==> src/rtl/uart_pkg.sv <==
// Shared UART definitions: transmit FSM states, line idle level, counter width helper.
package uart_pkg;

    typedef enum logic [2:0] {
        IDLE,
        START,
        DATA,
        PARITY,
        STOP
    } tx_state_e;

    localparam logic TXD_IDLE = 1'b1;

    function automatic int cnt_w(input int n);
        return (n > 1) ? $clog2(n) : 1;
    endfunction

endpackage

==> src/rtl/edge_tick.sv <==
// Rising-edge detector for a slow level sampled in the clk_in domain; tick is combinational
// from the input, one cycle wide. History flop resets high so a high level at release gives no tick.
module edge_tick (
    input  logic clk_in,
    input  logic reset,
    input  logic i_sig,
    output logic o_tick
);

    logic r_q;

    always_ff @(posedge clk_in or negedge reset) begin
        if (!reset) begin
            r_q <= 1'b1;
        end else begin
            r_q <= i_sig;
        end
    end

    assign o_tick = i_sig & ~r_q;

endmodule

==> src/rtl/uart_tx_frame.sv <==
// UART frame transmitter: one-entry holding buffer (valid/ready) feeding a start/data/parity/stop
// shifter; txd is registered and moves one cycle after each baud tick; tx_ready = buffer empty.
module uart_tx_frame
    import uart_pkg::*;
#(
    parameter int DATA_BITS  = 8,
    parameter int PARITY_EN  = 0,
    parameter int PARITY_ODD = 0,
    parameter int STOP_BITS  = 1
) (
    input  logic                 clk_in,
    input  logic                 reset,
    input  logic                 baud_clk,
    input  logic [DATA_BITS-1:0] tx_data,
    input  logic                 tx_valid,
    output logic                 tx_ready,
    output logic                 txd,
    output logic                 busy
);

    localparam int             CW       = cnt_w(DATA_BITS);
    localparam logic [CW-1:0]  LAST_BIT = CW'(DATA_BITS - 1);

    logic                 w_tick;
    logic                 w_accept;
    logic                 w_load;
    logic                 w_last_stop;
    tx_state_e            r_state,   w_state_nxt;
    logic                 r_txd,     w_txd_nxt;
    logic [DATA_BITS-1:0] r_shift,   w_shift_nxt;
    logic [CW-1:0]        r_bit_cnt, w_bit_cnt_nxt;
    logic                 r_stop_cnt, w_stop_cnt_nxt;
    logic [DATA_BITS-1:0] r_hold;
    logic                 r_hold_full;
    logic                 r_par;

    edge_tick u_baud_tick (
        .clk_in (clk_in),
        .reset  (reset),
        .i_sig  (baud_clk),
        .o_tick (w_tick)
    );

    assign w_accept    = tx_valid & ~r_hold_full;
    assign w_last_stop = (STOP_BITS == 1) ? 1'b1 : r_stop_cnt;

    always_comb begin
        w_state_nxt    = r_state;
        w_txd_nxt      = r_txd;
        w_shift_nxt    = r_shift;
        w_bit_cnt_nxt  = r_bit_cnt;
        w_stop_cnt_nxt = r_stop_cnt;
        w_load         = 1'b0;
        if (w_tick) begin
            case (r_state)
                IDLE: begin
                    w_load = r_hold_full;
                end
                START: begin
                    w_state_nxt   = DATA;
                    w_txd_nxt     = r_shift[0];
                    w_shift_nxt   = r_shift >> 1;
                    w_bit_cnt_nxt = '0;
                end
                DATA: begin
                    if (r_bit_cnt == LAST_BIT) begin
                        w_stop_cnt_nxt = 1'b0;
                        if (PARITY_EN != 0) begin
                            w_state_nxt = PARITY;
                            w_txd_nxt   = r_par;
                        end else begin
                            w_state_nxt = STOP;
                            w_txd_nxt   = TXD_IDLE;
                        end
                    end else begin
                        w_txd_nxt     = r_shift[0];
                        w_shift_nxt   = r_shift >> 1;
                        w_bit_cnt_nxt = r_bit_cnt + 1'b1;
                    end
                end
                PARITY: begin
                    w_state_nxt    = STOP;
                    w_txd_nxt      = TXD_IDLE;
                    w_stop_cnt_nxt = 1'b0;
                end
                STOP: begin
                    if (!w_last_stop) begin
                        w_stop_cnt_nxt = 1'b1;
                    end else if (r_hold_full) begin
                        w_load = 1'b1;
                    end else begin
                        w_state_nxt = IDLE;
                        w_txd_nxt   = TXD_IDLE;
                    end
                end
                default: begin
                    w_state_nxt = IDLE;
                    w_txd_nxt   = TXD_IDLE;
                end
            endcase
            // Loading from the buffer always opens a new frame with the start bit.
            if (w_load) begin
                w_state_nxt = START;
                w_txd_nxt   = 1'b0;
                w_shift_nxt = r_hold;
            end
        end
    end

    always_ff @(posedge clk_in or negedge reset) begin
        if (!reset) begin
            r_state    <= IDLE;
            r_txd      <= TXD_IDLE;
            r_shift    <= '0;
            r_bit_cnt  <= '0;
            r_stop_cnt <= 1'b0;
        end else begin
            r_state    <= w_state_nxt;
            r_txd      <= w_txd_nxt;
            r_shift    <= w_shift_nxt;
            r_bit_cnt  <= w_bit_cnt_nxt;
            r_stop_cnt <= w_stop_cnt_nxt;
        end
    end

    // Accept and load are exclusive: accept needs the buffer empty, load needs it full.
    always_ff @(posedge clk_in or negedge reset) begin
        if (!reset) begin
            r_hold      <= '0;
            r_hold_full <= 1'b0;
            r_par       <= 1'b0;
        end else begin
            if (w_accept) begin
                r_hold      <= tx_data;
                r_hold_full <= 1'b1;
            end else if (w_load) begin
                r_hold_full <= 1'b0;
                r_par       <= (^r_hold) ^ (PARITY_ODD != 0);
            end
        end
    end

    assign tx_ready = ~r_hold_full;
    assign txd      = r_txd;
    assign busy     = (r_state != IDLE) | r_hold_full;

endmodule

==> config.mk <==
export PLATFORM = sky130hd
export DESIGN_NAME = uart_tx_frame
export DESIGN_NICKNAME = d
export VERILOG_FILES = /design/src/rtl/uart_pkg.sv /design/src/rtl/edge_tick.sv /design/src/rtl/uart_tx_frame.sv
export SDC_FILE = /design/constraint.sdc
export NUM_CORES = 1
export LEC_CHECK = 0
export BUFFER_PORTS_ARGS = -buffer_cell sky130_fd_sc_hd__buf_2
export CORE_ASPECT_RATIO = 1.2
export CORE_MARGIN = 4
export CORE_UTILIZATION = 38
export CTS_BUF_LIST = sky130_fd_sc_hd__clkbuf_4 sky130_fd_sc_hd__clkbuf_8
export CTS_CLUSTER_DIAMETER = 150
export CTS_CLUSTER_SIZE = 28
export DETAILED_ROUTE_END_ITERATION = 6
export HOLD_SLACK_MARGIN = 0.15
export MAX_ROUTING_LAYER = met4
export SYNTH_ARGS = -nofsm -noshare
export SYNTH_HDL_FRONTEND = slang
export SYNTH_HIERARCHICAL = 1
export SYNTH_SLANG_ARGS = --single-unit
==> constraint.sdc <==
create_clock -name clk_in -period 2.25 [get_ports clk_in]
set_input_delay 0.3375 -clock clk_in [delete_from_list [all_inputs] [get_ports clk_in]]
set_output_delay 0.3375 -clock clk_in [all_outputs]
set_load 0.02 [all_outputs]
======== After elaboration in Yosys (flattened, before gate mapping) ========
Cells that the tools add are included.
operators by class
  bitwise gates (word level) .............. 5
  muxes and demuxes ....................... 19
  add/subtract/negate cells ............... 1
  reduce and logical (&&, ||, !) cells .... 9
  equality and inequality tests ........... 10
operator list
  cell                                                  count
  2-to-1 mux 8 bit                                      2
  case mux 8 bit (2 select lines)                       1
  case mux 3 bit (5 select lines)                       1
  2-to-1 mux 3 bit                                      4
  != test 3 bit (second input constant)                 3
  AND reduction 3 bit                                   3
  2-to-1 mux 1 bit                                      8
  equality test 3 x 2 -> 1 bit (second input constant)  2
  equality test 3 bit (second input constant)           2
  case mux 3 bit (2 select lines)                       1
  nonzero test 3 bit                                    2
  != test 2 bit (second input constant)                 2
  case mux 1 bit (4 select lines)                       1
  AND reduction 4 bit                                   1
  nonzero test 2 bit                                    2
  adder 3 x 1 -> 3 bit (second input constant)          1
  equality test 3 x 1 -> 1 bit (second input constant)  1
  logical NOT 3 bit                                     1
  AND 1 bit                                             2
  inverter 1 bit                                        2
  case mux 1 bit (2 select lines)                       1
  bitwise OR 1 bit                                      1
word-level totals
  word-level logic and storage cells ...... 51
  bits of input ports ..................... 12
  register bits after elaboration ......... 25
  output and inout bits ................... 3

======== Logic depth before layout (Yosys ltp) ========
Gate-level depths: netlist of the first run.
  depth after elaboration ................. 6
  depth in mapped cells ................... 6
  mapped depth without buffers ............ 5

======== Cells and area by module ========
Netlist of the first run, hierarchy kept.
by module, submodules not included
  module         times used  area each (um^2)  cells an instance
  uart_tx_frame  1           1202.4            94
  edge_tick      1           40.0              2

======== Least setup slack after synthesis of the first run ========
OpenSTA, ideal clock, no wires.
  kind .................................... flip-flop to flip-flop
  from .................................... register r_bit_cnt[0]
  to ...................................... register r_shift[1]
  setup slack ............................. 480 ps
  buffers on the path ..................... 1
  cell stages (with the launch flop) ...... 7
  data arrival time ....................... 1645 ps
  setup time .............................. 125 ps
  required time ........................... 2125 ps
  cell sequence ........................... dfrtp_1 -> ha_1 -> ha_1 -> nor4b_1 -> o31a_1 -> buf_6 -> mux2_4
on the way
  cells in the longest elaborated chain, start to end .. 3
RTL lines
  item                                  RTL line              source
  from (decl)                           uart_tx_frame.sv:31   logic [CW-1:0] r_bit_cnt, w_bit_cnt_nxt;
  from (signal assigned)                uart_tx_frame.sv:121  r_bit_cnt <= w_bit_cnt_nxt;
  equality test 3 bit                   uart_tx_frame.sv:66   if (r_bit_cnt == LAST_BIT) begin
  != test 3 bit (no source line)        n/a
  AND reduction 3 bit (no source line)  n/a
  to (signal assigned)                  uart_tx_frame.sv:120  r_shift <= w_shift_nxt;
  to (decl)                             uart_tx_frame.sv:30   logic [DATA_BITS-1:0] r_shift, w_shift_nxt;
Every way passes these cells.
A chain may end at the register's enable or synchronous reset.

======== Worst setup path in the final report of the first run ========
  from .................................... register r_bit_cnt[0]
  to ...................................... register r_shift[6]
Same word-level chain as after synthesis.

==> flow_summary.yaml, run 1 <==
die:
  num_rows: 22
  num_io_pins: 15
  vertical_extent_of_the_die_um: 70.6
  die-width_um: 60.2
  core_region_area_um2: 3110
  fp.dieArea_um2: 4250
  initial_core_util: 0.399
timing:
  slew-limit-headroom: 0.637
  hold_violation_total_from_the_final_report: 0
  grt_setup_unrepaired: "no"
  worst_clock_skew_ns: 0.0102
  post-route-period-util: 0.854
  timing_max_transition_violations_final: 0
  timing.fmax_mhz: 521
  layout_min_cycle_time_ns: 1.92
  finalSetupViolCount: 0
  setup_total_negative_slack_ns: 0
  fin_worst_hold_slack_ns: 0.238
  worst_pin_slew_ns: 0.545
route:
  num_vias: 804
  drt-initial-drc-count: 28
  wl_per_cell_um: 13.9
  postRouteWirelength_um: 2070
  routed_via_density: 5.40
  detailedRoute.firstPassIterationCount: 4
  remaining_drc_errors: 0
  route.antenna.remaining_nets: 0
worst_setup_path:
  rrSetupSlack_ns: 0.33
  timing.reg2reg.worst_path_depth: 6
  worstPathArrival_ns: 2.13
  crit_type: "reg -> reg"
  critical_path.endpoint_type: "flip-flop"
  regToRegStartpoint: "r_bit_cnt[0]"
  critPathMaxFanout: 8
  reg2reg_to: "r_shift[6]"
  worst-endpoint-required_ns: 2.46
  worst_setup_path_start_kind: "flip-flop"
global_route:
  grt_start_max_net_pins: 26
  first_global_vias: 790
  number_of_antenna_violations_at_the_first_check_in_global_routing: 0
  overflow: 0
  grt_first_pass_wirelength_um: 3460
  gr-usage-all-layers: 0.108
synth:
  asyncSetResetFlopFracSynth: 1.00
  yosys_register_bits: 25
  seq_area_frac_synth: 0.506
  synth.top_cell.area_share: 0.463
  synth_commonest_cells: "23 x sky130_fd_sc_hd__dfrtp_1, 16 x sky130_fd_sc_hd__mux2_2, 6 x sky130_fd_sc_hd__inv_1, 6 x sky130_fd_sc_hd__mux2_4, 5 x sky130_fd_sc_hd__o21ai_0"
  library_cell_with_the_largest_summed_area_after_synthesis: "sky130_fd_sc_hd__dfrtp_1"
  synthesis.nets: 110
  synth_flop_cell: "sky130_fd_sc_hd__dfrtp_1"
  post_synth_instance_area_um2: 1240
  synthTopCellsByArea: "sky130_fd_sc_hd__dfrtp_1 46%, sky130_fd_sc_hd__mux2_2 15%, sky130_fd_sc_hd__mux2_4 7.3%"
  synth.most_common_cell: "sky130_fd_sc_hd__dfrtp_1"
  synth_cells: 96
  ys.warnings.count: 6
  yosysUniqueCellTypes: 30
  avgSynthCellArea_um2: 12.9
  synth_edf_count: 0
power_and_ir_drop:
  vdd_drop_max_v: 0.000636
  power_density_nw_per_um2: 1190
  cellLeakagePower_nw: 0.624
min_path:
  min_from: "tx_data[0]"
  worst_hold_path_type: "in -> reg"
  hold_path_cell_cnt: 2
  worstHoldEndpoint: "r_hold[0]"
run:
  timing.max_cap.violations: 0
layout:
  finish.net_count: 128
  area_added_between_synthesis_and_finish_pct: 11.4
  final_layout_size_suffix_gt1_frac: 0.425
  total_inserted_antenna_cells: 0
cts:
  numCtsBuffers: 3
  clock_pin_slew_reported_for_the_worst_setup_and_hold_paths_after_clock_tree_synthesis_ns: 0.15
  cts_htree_levels: 1
  sinks_on_the_clock_net: 25
  clk_latency_worst_skew_pair_ns: 0.31
  postcts_resize_cnt: 0
  clock_tree_from_tritoncts: "yes"
  clock-root-buffer: "sky130_fd_sc_hd__clkbuf_4"
  clockBufferDepth: 2
placed_design:
  place.gp.congestion: 0.719
  detailed_place_hpwl_um: 1520
  io_buffers: 14
outcome:
  status: "finished, final reports clean"
sequential cells by signal, indices dropped and copies added (netlist names):
name	flops
r_bit_cnt	3
r_hold	8
r_hold_full	1
r_shift	8
r_state	3
txd	1
u_baud_tick/r_q	1
metal layers:
| metal | global-route usage | up-vias | routed length (um) | share of wire |
|---|---|---|---|---|
| met5 | - | - | 0 | 0 |
| met4 | 0.0369 | 0 | 19 | 0.0092 |
| met3 | 0.0219 | 2 | 92 | 0.045 |
| met2 | 0.173 | 19 | 1000 | 0.49 |
| met1 | 0.134 | 404 | 951 | 0.46 |
| li1 | - | 379 | - | - |
worst max path at each step:
stage                            start    endpoint  slack, ns  depth (start not counted)
after floorplan           r_bit_cnt[0]  r_shift[1]       0.48                          6
after global placement    r_bit_cnt[0]  r_shift[6]       0.38                          6
after detailed placement  r_bit_cnt[0]  r_shift[4]       0.35                          6
after CTS                 r_bit_cnt[0]  r_shift[6]       0.33                          6
final                     r_bit_cnt[0]  r_shift[6]       0.33                          6
after global routing      r_bit_cnt[0]  r_shift[5]       0.24                          6
cell type report:
type	count	area, um2
fill	295	1730
sequential	25	628
multi-input combinational	60	556
timing repair buffer	18	105
tap	36	45.0
clock buffer	3	22.5
inverter	6	22.5
clock inverter	1	5.00
cell usage in the layout, fill, tap and decap left out, types with 3 or more instances in the layout:
cell                       instances
sky130_fd_sc_hd__dfrtp_1          23
sky130_fd_sc_hd__mux2_2           16
sky130_fd_sc_hd__buf_2            14
sky130_fd_sc_hd__inv_1             6
sky130_fd_sc_hd__mux2_4            6
sky130_fd_sc_hd__o21ai_0           5
sky130_fd_sc_hd__nand3_1           3
sky130_fd_sc_hd__nor2b_1           3
sky130_fd_sc_hd__clkbuf_4          3
power by group:
group          switching, mW  total (mW)  internal [mW]  leakage [nW]
combinational          0.264       0.654          0.390         0.300
clock                  0.136       0.202         0.0664        0.0177
sequential             0.151       0.791          0.640         0.306
stage by stage:
step	cells	total power, mW	area, um2	util	setup slack (ns)
final	149	1.65	1380	0.445	0.329
after global routing	149	1.77	1380	0.445	0.245
after CTS	149	1.67	1380	0.445	0.327
after detailed placement	143	1.46	1340	0.430	0.352
after global placement	143	1.44	1340	0.430	0.384
after floorplan	96	1.33	1240	-	0.480
critical path: stages (launching register included):
cell and delay (ns):
sky130_fd_sc_hd__dfrtp_1 0.44, sky130_fd_sc_hd__ha_1 0.22, sky130_fd_sc_hd__ha_1 0.23, sky130_fd_sc_hd__nor4b_1 0.25, sky130_fd_sc_hd__o31a_1 0.17, sky130_fd_sc_hd__buf_4 0.19, sky130_fd_sc_hd__mux2_4 0.31
timing repair:
| action | CTS | global route |
|---|---|---|
| endpoints found under the setup margin | 0 | 0 |
| endpoints found under the hold margin | 24 | 0 |
| buffers inserted | 0 | 0 |
| hold buffers | 2 | 0 |
kinds of logic (layout without fill, tap and decap cells):
group,Yosys count,in the layout,share of synthesized area
flip-flops,25,25,0.506
AND/OR/NAND/NOR,18,18,0.107
buffers and inverters,11,28,0.0473
AO/OA/AOI/OAI,16,16,0.0866
multiplexers,24,24,0.234
adder cells (fa/ha/maj),2,2,0.0201
(Power assumes the default switching activity.)
==> inputs of run 2 (changes only) <==
==> constraint.sdc (replaced) <==
create_clock -name clk_in -period 1.9 [get_ports clk_in]
set_input_delay 0.285 -clock clk_in [delete_from_list [all_inputs] [get_ports clk_in]]
set_output_delay 0.285 -clock clk_in [all_outputs]
set_load 0.02 [all_outputs]
==> run 2 against run 1 <==
  * Combinational power is 40% higher
  * Power is 25% higher
  * Routed wire length is 4.5% higher
  * Cell area increased by 4.8%
  * Sequential cell count is the same
  * Utilization rose by 2.1 points
  * Critical path type unchanged
  * Highest routed layer unchanged
==> flow_summary.yaml, run 2 (synthesis gave the netlist of run 1 again) <==
timing:
  grt_setup_unrepaired: "no"
  timing_max_transition_violations_final: 0
  hold_violation_total_from_the_final_report: 0
  worst_clock_skew_ns: 0.00677
  fin_worst_hold_slack_ns: 0.193
  worst_pin_slew_ns: 0.537
  fin_ws_ns: 0.112
  finalSetupViolCount: 0
  timing.fmax_mhz: 559
  layout_min_cycle_time_ns: 1.79
  slew-limit-headroom: 0.642
  post-route-period-util: 0.941
  setup_total_negative_slack_ns: 0
die:
  core_region_area_um2: 3110
  initial_core_util: 0.399
  fp.dieArea_um2: 4250
  num_io_pins: 15
  die-width_um: 60.2
  num_rows: 22
  vertical_extent_of_the_die_um: 70.6
placed_design:
  placed_cell_area_um2: 1390
  placedCellCount: 149
  place.gp.congestion: 0.842
  detailed_place_hpwl_um: 1590
  place_worst_setup_slack_ns: 0.0461
  io_buffers: 14
worst_setup_path:
  worst_setup_path_start_kind: "flip-flop"
  worst-endpoint-required_ns: 2.10
  crit_type: "reg -> reg"
  regToRegStartpoint: "r_bit_cnt[0]"
  critical_path.endpoint_type: "flip-flop"
  worstPathArrival_ns: 1.99
  rrSetupSlack_ns: 0.11
  timing.reg2reg.worst_path_depth: 6
  critPathMaxFanout: 8
  reg2reg_to: "r_shift[2]"
route:
  route.antenna.remaining_nets: 0
  remaining_drc_errors: 0
  drt-initial-drc-count: 23
  detailedRoute.firstPassIterationCount: 4
  num_vias: 808
  wl_per_cell_um: 13.9
  postRouteWirelength_um: 2160
  routed_via_density: 5.21
cts:
  cts_htree_levels: 1
  clock_tree_from_tritoncts: "yes"
  sinks_on_the_clock_net: 25
  clock_pin_slew_reported_for_the_worst_setup_and_hold_paths_after_clock_tree_synthesis_ns: 0.13
  numCtsBuffers: 3
  clock-root-buffer: "sky130_fd_sc_hd__clkbuf_4"
  clockBufferDepth: 2
  clk_latency_worst_skew_pair_ns: 0.31
global_route:
  number_of_antenna_violations_at_the_first_check_in_global_routing: 0
  first_global_vias: 791
  grt_first_pass_wirelength_um: 3660
  grt_start_max_net_pins: 26
  gr-usage-all-layers: 0.115
  overflow: 0
power_and_ir_drop:
  power_density_nw_per_um2: 1420
  design_power_total_mw: 2.05
  vdd_drop_max_v: 0.000746
  cellLeakagePower_nw: 0.659
layout:
  finalInstanceArea_um2: 1450
  layout.cells.non_filler: 155
  final_layout_size_suffix_gt1_frac: 0.471
  finish.net_count: 134
  mostFrequentLayoutCell: "sky130_fd_sc_hd__dfrtp_1"
  final_core_util: 0.466
  footprint_of_the_multi_input_gates_um2: 564
  nFillCells: 299
  total_inserted_antenna_cells: 0
  mostFrequentLayoutCells: "23 x sky130_fd_sc_hd__dfrtp_1, 16 x sky130_fd_sc_hd__mux2_2, 14 x sky130_fd_sc_hd__buf_2"
  area_added_between_synthesis_and_finish_pct: 16.7
  seq_area_um2: 628
  top_regs: "r_hold: 8 flops, r_shift: 8 flops"
outcome:
  status: "finished, final reports clean"
min_path:
  hold_path_cell_cnt: 2
  min_from: "tx_data[6]"
  worstHoldEndpoint: "r_hold[6]"
  worst_hold_path_type: "in -> reg"
run:
  timing.max_cap.violations: 0
## run 2: cell count changes in the layout (fill, tap and decap cells not counted), sizes merged
cell	change
buf	+6
## run 2: cell type report
class                      count  area share
clock buffer                   3      0.0155
clock inverter                 1     0.00345
inverter                       6      0.0155
multi-input combinational     60       0.389
sequential                    25       0.433
tap                           36      0.0311
timing repair buffer          24       0.112
## run 2: worst max path at each step
stage,from,end,slack (ns),cells past startpoint
after global placement,r_bit_cnt[0],r_shift[2],0.07,6
after detailed placement,r_bit_cnt[0],r_shift[4],0.05,6
after floorplan,r_bit_cnt[0],r_shift[1],0.13,6
final,r_bit_cnt[0],r_shift[2],0.11,6
after CTS,r_bit_cnt[0],r_shift[2],0.03,6
after global routing,r_bit_cnt[0],r_bit_cnt[1],0.01,6
## run 2: routing by layer
| metal | GRT usage | part of all wire | up-vias | wire length [um] |
|---|---|---|---|---|
| li1 | - | - | 393 | - |
| met1 | 0.162 | 0.49 | 395 | 1050 |
| met2 | 0.167 | 0.46 | 18 | 985 |
| met3 | 0.0219 | 0.045 | 2 | 97 |
| met4 | 0.0320 | 0.011 | 0 | 24 |
| met5 | - | 0 | - | 0 |
## run 2: timing repair
| action | CTS | global route |
|---|---|---|
| buffers inserted | 0 | 0 |
| hold endpoints to repair | 24 | 0 |
| gates resized for setup | 0 | 3 |
| hold buffers | 2 | 0 |
| endpoints found under the setup margin | 0 | 9 |
## run 2: power breakdown
| part | total (mW) | internal, mW | switching [mW] |
|---|---|---|---|
| clock network | 0.228 | 0.0785 | 0.150 |
| registers | 0.910 | 0.758 | 0.152 |
| logic | 0.916 | 0.545 | 0.371 |
| total | 2.05 | 1.38 | 0.673 |
## run 2: worst max-delay path, cell delays in order (launching register included)
cell,delay (ns)
sky130_fd_sc_hd__dfrtp_1,0.43
sky130_fd_sc_hd__ha_1,0.21
sky130_fd_sc_hd__ha_1,0.20
sky130_fd_sc_hd__nor4b_2,0.21
sky130_fd_sc_hd__o31a_1,0.20
sky130_fd_sc_hd__buf_12,0.14
sky130_fd_sc_hd__mux2_4,0.29
==> inputs of run 3 (changes only) <==
--- a/config.mk
+++ b/config.mk
@@ -7,7 +7,7 @@
 export LEC_CHECK = 0
 export BUFFER_PORTS_ARGS = -buffer_cell sky130_fd_sc_hd__buf_2
 export CORE_ASPECT_RATIO = 1.2
-export CORE_MARGIN = 4
+export CORE_MARGIN = 3
 export CORE_UTILIZATION = 38
 export CTS_BUF_LIST = sky130_fd_sc_hd__clkbuf_4 sky130_fd_sc_hd__clkbuf_8
 export CTS_CLUSTER_DIAMETER = 150
@@ -15,6 +15,7 @@
 export DETAILED_ROUTE_END_ITERATION = 6
 export HOLD_SLACK_MARGIN = 0.15
 export MAX_ROUTING_LAYER = met4
+export SLEW_MARGIN = 15
 export SYNTH_ARGS = -nofsm -noshare
 export SYNTH_HDL_FRONTEND = slang
 export SYNTH_HIERARCHICAL = 1
==> run 3 against run 2 <==
  * Die area decreased by 6.1%
  * Critical path depth unchanged
  * Power rose by 1.5%
  * Utilization grew 0.48 points
  * Non-clock buffer count increased by 2
  * Final cell count is 1.3% higher
  * Critical path type unchanged
  * Sequential share of layout area down 0.44 points
  * Highest routed layer unchanged
==> flow_summary.yaml, run 3 (synthesis gave the netlist of run 1 again) <==
worst_setup_path:
  critPathMaxFanout: 8
  regToRegStartpoint: "r_bit_cnt[0]"
  crit_type: "reg -> reg"
  critPathLaunch: "r_bit_cnt[0]"
  timing.reg2reg.worst_path_depth: 6
  crit_path_frequent_cell: "sky130_fd_sc_hd__ha_1"
  reg2reg_to: "r_shift[2]"
  path_depth: 6
  timing.critical_path.max_delay_family: "flip-flops"
  critPathCapture: "r_shift[2]"
  slowest_delay_ns: 0.43
  worst-endpoint-required_ns: 2.11
  worstPathCellList: "ha_1 -> ha_1 -> nor4b_2 -> o31a_1 -> buf_12 -> mux2_4"
  worstPathArrival_ns: 2.02
  critical_path.endpoint_type: "flip-flop"
  critical_path.slowest_cell: "sky130_fd_sc_hd__dfrtp_1"
  worst_setup_path_start_kind: "flip-flop"
  rrSetupSlack_ns: 0.09
  worstPathBufferInverterCount: 1
route:
  remaining_drc_errors: 0
  postRouteWirelength_um: 2270
  detailedRoute.firstPassIterationCount: 4
  num_vias: 813
  drt-initial-drc-count: 56
  routed_via_density: 5.18
  wl_per_cell_um: 14.5
  route.antenna.remaining_nets: 0
placed_design:
  place_worst_setup_slack_ns: 0.0671
  place.gp.congestion: 0.808
  detailed_place_hpwl_um: 1690
  placed_cell_area_um2: 1410
  io_buffers: 14
  placedCellCount: 151
layout:
  footprint_of_the_multi_input_gates_um2: 564
  layout.cells.non_filler: 157
  finalInstanceArea_um2: 1470
  finish.net_count: 136
  area_added_between_synthesis_and_finish_pct: 17.9
  seq_area_um2: 628
  nFillCells: 289
  mostFrequentLayoutCell: "sky130_fd_sc_hd__dfrtp_1"
  top_regs: "r_hold: 8 flops, r_shift: 8 flops"
  final_core_util: 0.471
  final_layout_size_suffix_gt1_frac: 0.479
  total_inserted_antenna_cells: 0
  mostFrequentLayoutCells: "23 x sky130_fd_sc_hd__dfrtp_1, 16 x sky130_fd_sc_hd__mux2_2, 14 x sky130_fd_sc_hd__buf_2"
cts:
  numCtsBuffers: 3
  clockBufferDepth: 2
  sinks_on_the_clock_net: 25
  clock-root-buffer: "sky130_fd_sc_hd__clkbuf_4"
  clk_latency_worst_skew_pair_ns: 0.32
  clock_tree_from_tritoncts: "yes"
  clock_pin_slew_reported_for_the_worst_setup_and_hold_paths_after_clock_tree_synthesis_ns: 0.14
  cts_htree_levels: 1
timing:
  post-route-period-util: 0.952
  grt_setup_unrepaired: "yes"
  fin_ws_ns: 0.0905
  worst_pin_slew_ns: 0.567
  setup_total_negative_slack_ns: 0
  timing_max_transition_violations_final: 0
  timing.fmax_mhz: 553
  layout_min_cycle_time_ns: 1.81
  finalSetupViolCount: 0
  worst_clock_skew_ns: 0.0112
  fin_worst_hold_slack_ns: 0.187
  slew-limit-headroom: 0.622
  hold_violation_total_from_the_final_report: 0
die:
  num_rows: 22
  core_region_area_um2: 3110
  fp.dieArea_um2: 3990
  num_io_pins: 15
  initial_core_util: 0.399
  vertical_extent_of_the_die_um: 68.6
  die-width_um: 58.2
power_and_ir_drop:
  power_density_nw_per_um2: 1420
  cellLeakagePower_nw: 0.669
  design_power_total_mw: 2.09
  vdd_drop_max_v: 0.000695
outcome:
  status: "finished, final reports clean"
global_route:
  gr-usage-all-layers: 0.133
  first_global_vias: 833
  grt_first_pass_wirelength_um: 3840
  number_of_antenna_violations_at_the_first_check_in_global_routing: 0
  overflow: 0
  grt_start_max_net_pins: 26
min_path:
  worst_hold_path_type: "in -> reg"
run:
  timing.max_cap.violations: 0
run 3: final cells by class:
| type | instances | share of cell area |
|---|---|---|
| Clock inverter | 1 | 0.00342 |
| Sequential cell | 25 | 0.429 |
| Inverter | 6 | 0.0154 |
| Clock buffer | 3 | 0.0154 |
| Timing Repair Buffer | 26 | 0.121 |
| Tap cell | 36 | 0.0307 |
| Multi-Input combinational cell | 60 | 0.385 |
run 3: worst reg2reg max path, delay by kind of cell, from the launching register on:
kind                     cells  cell delay, ns
flip-flops                   1            0.43
buffers and inverters        1            0.15
multiplexers                 1            0.29
adder cells (fa/ha/maj)      2            0.41
AND/OR/NAND/NOR              1            0.21
AO/OA/AOI/OAI                1            0.22
run 3: how the worst min path moves through the flow:
stage	to	startpoint	cells past startpoint
2_1_floorplan	r_bit_cnt[0]	reset	0
3_3_place_gp	r_state[1]	reset	1
3_5_place_dp	r_state[1]	reset	1
4_1_cts	r_hold[3]	tx_data[3]	2
5_1_grt	r_hold[7]	tx_data[7]	2
6_report	r_hold[5]	tx_data[5]	2
run 3: report_power, final:
| group | leakage (nW) | switching (mW) | internal (mW) |
|---|---|---|---|
| logic | 0.345 | 0.383 | 0.556 |
| registers | 0.306 | 0.150 | 0.758 |
| clock network | 0.0177 | 0.159 | 0.0787 |
run 3: routing by layer:
| layer | share of wire | global-route usage | vias to the layer above |
|---|---|---|---|
| li1 | - | - | 395 |
| met1 | 0.47 | 0.159 | 391 |
| met2 | 0.46 | 0.218 | 21 |
| met3 | 0.046 | 0.0223 | 6 |
| met4 | 0.020 | 0.0696 | 0 |
| met5 | 0 | - | - |
run 3: repair_timing:
item	CTS	global route
setup buffers	0	0
hold buffers	2	0
gates resized for setup	0	3
endpoints found under the setup margin	0	9
endpoints found under the hold margin	24	0
